### src/rtl/alu_req_sched.sv
// Round-robin scheduler sharing one ALU between two requesters: latches the
// winner's operation, waits ALU_LAT cycles, captures the result and pulses res_en.
module alu_req_sched #(
    parameter int DW      = 4,
    parameter int OPW     = 3,
    parameter int ALU_LAT = 1
) (
    input  logic           Clk,
    input  logic           Rst,
    input  logic           req0_valid,
    input  logic [OPW-1:0] req0_op,
    input  logic [DW-1:0]  req0_a,
    input  logic [DW-1:0]  req0_b,
    output logic           req0_ready,
    input  logic           req1_valid,
    input  logic [OPW-1:0] req1_op,
    input  logic [DW-1:0]  req1_a,
    input  logic [DW-1:0]  req1_b,
    output logic           req1_ready,
    output logic [OPW-1:0] alu_op,
    output logic [DW-1:0]  alu_a,
    output logic [DW-1:0]  alu_b,
    input  logic [DW:0]    alu_res,
    output logic           res_en,
    output logic [DW:0]    res_data,
    output logic           res_owner,
    output logic           busy
);

    localparam int CW = 4;

    typedef enum logic [1:0] {
        IDLE,
        EXEC,
        WRITE
    } stateType;

    stateType       state;
    stateType       nextState;
    logic [CW-1:0]  cnt;
    logic           lastGrant;
    logic           winner;
    logic           grant0;
    logic           grant1;
    logic           handshake;
    logic           capture;

    // Winner is the sole valid requester, or the one not served last time.
    // NOTE: every signal assigned in always_comb gets a default first so no latch is inferred.
    always_comb begin
        winner = 1'b0;
        if (req0_valid && req1_valid) begin
            winner = ~lastGrant;
        end else if (req1_valid) begin
            winner = 1'b1;
        end
        grant0 = (state == IDLE) && req0_valid && !winner;
        grant1 = (state == IDLE) && req1_valid && winner;
    end

    assign req0_ready = grant0;
    assign req1_ready = grant1;
    assign handshake  = grant0 | grant1;
    assign capture    = (state == EXEC) && (cnt == CW'(1));

    always_comb begin
        nextState = state;
        case (state)
            IDLE:    if (handshake) nextState = EXEC;
            EXEC:    if (capture)   nextState = WRITE;
            WRITE:   nextState = IDLE;
            default: nextState = IDLE;
        endcase
    end

    assign res_en = (state == WRITE);
    assign busy   = (state != IDLE);

    // NOTE: sequential state uses non-blocking assignments so every register samples pre-edge values.
    always_ff @(posedge Clk or negedge Rst) begin
        if (!Rst) begin
            state <= IDLE;
        end else begin
            state <= nextState;
        end
    end

    always_ff @(posedge Clk or negedge Rst) begin
        if (!Rst) begin
            lastGrant <= 1'b1;
            cnt       <= '0;
            alu_op    <= '0;
            alu_a     <= '0;
            alu_b     <= '0;
            res_data  <= '0;
            res_owner <= 1'b0;
        end else if (handshake) begin
            alu_op    <= winner ? req1_op : req0_op;
            alu_a     <= winner ? req1_a  : req0_a;
            alu_b     <= winner ? req1_b  : req0_b;
            lastGrant <= winner;
            res_owner <= winner;
            cnt       <= CW'(ALU_LAT);
        end else if (state == EXEC) begin
            cnt <= cnt - CW'(1);
            // alu_res passes through untouched, overflow bit included.
            if (capture) begin
                res_data <= alu_res;
            end
        end
    end

endmodule

### config.mk
export PLATFORM = sky130hd
export DESIGN_NAME = alu_req_sched
export DESIGN_NICKNAME = d
export VERILOG_FILES = /design/src/rtl/alu_req_sched.sv
export SDC_FILE = /design/constraint.sdc
export NUM_CORES = 1
export LEC_CHECK = 0
export BUFFER_PORTS_ARGS = -buffer_cell sky130_fd_sc_hd__buf_4
export CAP_MARGIN = 20
export CORE_MARGIN = 5
export CORE_UTILIZATION = 49
export DETAILED_ROUTE_END_ITERATION = 10
export HOLD_SLACK_MARGIN = 0.08
export PLACE_DENSITY = 0.83
export SLEW_MARGIN = 0
export SYNTH_ARGS = -nofsm -noshare
export SYNTH_HDL_FRONTEND = slang
export SYNTH_SLANG_ARGS = --single-unit
### constraint.sdc
create_clock -name Clk -period 3.5 [get_ports Clk]
set_clock_uncertainty 0.2 [all_clocks]
set_input_delay 0.35 -clock Clk [delete_from_list [all_inputs] [get_ports Clk]]
set_output_delay 0.35 -clock Clk [all_outputs]
set_load 0.05 [all_outputs]
==> implementation parameters <==
Parameter                              Value

Floorplan
  Vertical die dimension ... 58.9 µm
  Overall die area ... 3470 µm²
  Starting Density ... 52.0%
  Row count ... 17
  Width of the chip ... 58.9 µm
  Io pins ... 52
  CORE AREA ... 2250 µm²

Worst setup path
  Sort of element at the end of the critical path ... output pin
  Reg2reg setup slack ... 1.72 ns
  Highest fanout seen on the critical path ... 13
  Required time of the critical path ... 2.95 ns
  Crit Path Class ... input pin to output pin
  Cells on worst reg2reg path ... 3
  End point of the critical path ... req0_ready
  Reg2reg start ... lastGrant
  Critical path data arrival time ... 1.75 ns
  CP Launch Type ... input pin
  Crit path launch ... req0_valid
  R2r endpoint ... alu_op[1]

Global route
  Overflow after GRT ... 0
  Via count of the first global-routing pass ... 947
  Initial antenna violation count ... 0
  Wire length of the first global-routing pass ... 4410 µm
  Global-route usage over all layers ... 17.1%
  Maximum number of pins on one net before global-route repair ... 25

Timing
  Total Neg Setup Slack ... 0 ns
  Number of failing hold endpoints at the final stage ... 0
  Number of pins exceeding their max-slew limit in the final report ... 0
  Period minus WS final ... 2.30 ns
  Final worst-path cycle share ... 65.7%
  Slew margin rel. ... 55.7%
  Setup repair after global routing missed its margin ... no
  Timing-limited maximum frequency ... 435 MHz
  Final-report setup violation count ... 0
  Transition at the pin with the smallest max-transition slack ... 0.664 ns

Final layout
  P&R area growth vs syn ... 42.6%
  Count of inserted antenna diode cells ... 0
  Commonest non-fill, non-tap cells in the layout ... buf_4 (51), dfrtp_1 (23), mux2_2 (19)
  Fraction of final layout cells with drive strength greater than 1 ... 58.9%
  Leading cell type in the layout, fill and taps excluded ... buf_4
  Nets ... 180

Synthesis
  Library cells used by synthesis ... 26
  Count of flip-flops with a built-in enable after synthesis ... 0
  Mean post-synth cell area ... 13.6 µm²
  Largest family of logic cells by synthesized area ... multiplexers
  Simple-gate share of the synthesized area ... 7.68%
  Ys Warns ... 0
  Dominant register cell in the synthesized netlist ... dfrtp_1
  Adder-Cell Fraction of Synth Area ... 2.13%
  Total standard cell area after synthesis ... 1170 µm²
  Fraction of synthesized cell area in xor and xnor cells ... 1.49%
  Cells after Synth ... 86
  Fraction of the mapped netlist area in compound gates ... 4.59%
  Syn nets ... 119
  Async set-or-reset flop fraction in the synthesized netlist ... 100%
  Register bit total from synthesis ... 24
  Sequential element share of the synthesized area ... 51.3%
  Multiplexer share of the synthesized area ... 29.3%

Clock tree
  Deepest clock path buffer count ... 2
  Clock buffers created by TritonCTS ... 3
  Post-CTS Hold Buffers ... 7
  CTS H-Tree Depth ... 1
  Clock root buffer ... clkbuf_4
  Total setup buffers inserted after CTS ... 0
  Clock tree from TritonCTS ... built
  CTS clk-pin slew, worst paths ... 0.13 ns
  PostCTS Resize Cnt ... 0
  Worst-Skew Late Latency ... 0.30 ns
  Clock tree sinks ... 24

Route
  DRC marker count from the first detailed-route iteration ... 24
  Remaining antenna violation count after routing ... 0
  Average wire length per cell after detail routing ... 14.8 µm
  Final WL ... 2580 µm
  # DRC ... 0
  Count of vias placed by the detailed router ... 875
  TritonRoute pass-1 iters ... 3
  Detailed-route vias per instance ... 5.03

Worst hold path
  Worst hold path class ... input pin to register

Job
  Max-capacitance violation count ... 0

Power
  Leakage ... 0.837 nW
  Max IR drop VDD ... 0.000770 V
  Total power after layout ... 0.00172 W
  Power density over the cells ... 1030 nW/µm²

Run status
  Outcome ... finished, final reports clean

Place
  Number of port buffers ... 51
  RD Place Congestion ... 0.715
  DP Wirelength ... 2000 µm
-- flip-flops by register name (all words and copies together) (netlist names) --
| signal | flops |
|---|---|
| cnt | 4 |
| alu_b | 4 |
| res_data | 5 |
| alu_op | 3 |
| lastGrant | 1 |
| alu_a | 4 |
| state | 2 |
| res_owner | 1 |
-- cell type report --
type | instances | area, µm²
clock buffer | 4 | 36.3
fill | 162 | 583
inverter | 4 | 15.0
multi-input combinational | 56 | 531
sequential | 24 | 602
tap | 28 | 35.0
timing repair buffer | 58 | 453
-- worst min-delay path by stage --
stage | startpoint | slack [ns] | to | cells past startpoint
floorplan | Rst | -0.15 | alu_a[0] | 0
global placement | Rst | 0.06 | alu_b[1] | 1
detailed placement | Rst | 0.06 | alu_b[1] | 1
CTS | req1_valid | 0.12 | lastGrant | 3
global route | req1_valid | 0.11 | lastGrant | 3
finish | req1_valid | 0.13 | lastGrant | 3
-- worst max-delay path, stage by stage --
cell and delay [ns]:
dlygate4sd3_1 0.53, buf_4 0.16, a21bo_4 0.29, and3_2 0.23, buf_4 0.18
-- stage by stage --
stage	utilization (%)	cells	setup slack [ns]	hold slack [ns]	instance area, µm²
detailed placement	69.4	163	1.69	0.0590	1570
global route	74.1	174	1.16	0.110	1670
finish	74.1	174	1.20	0.126	1670
CTS	74.1	174	1.20	0.116	1670
global placement	69.4	163	1.74	0.0616	1570
floorplan	-	86	1.22	-0.146	1170
-- power by group --
part | internal (W) | switching, W
combinational | 0.000403 | 0.000666
sequential | 0.000422 | 0.0000875
clock | 0.0000634 | 0.0000796
-- logic make-up after synthesis --
kind of cell / count (synthesis)
AO/OA/AOI/OAI: 7
buffers and inverters: 6
flip-flops: 24
multiplexers: 28
adder cells (fa/ha/maj): 2
AND/OR/NAND/NOR: 17
XOR/XNOR: 2
-- per-layer routing --
layer	GRT usage, %	wire (µm)
met1	20.8	1000
met4	6.80	34
met2	29.5	1440
met3	3.07	105
met5	0	0
-- Yosys cell counts, drive strengths merged, types with 2 or more instances --
cell type	instances	area (µm²)
xnor2	2	17.5
mux2	27	334
ha	2	25.0
o21ai	3	18.8
buf	2	25.0
inv	4	15.0
nand2	5	18.8
nor2b	2	12.5
dfrtp	23	576
nor2	3	11.3
and3	2	13.8
Power figures use the tool's default switching activity.
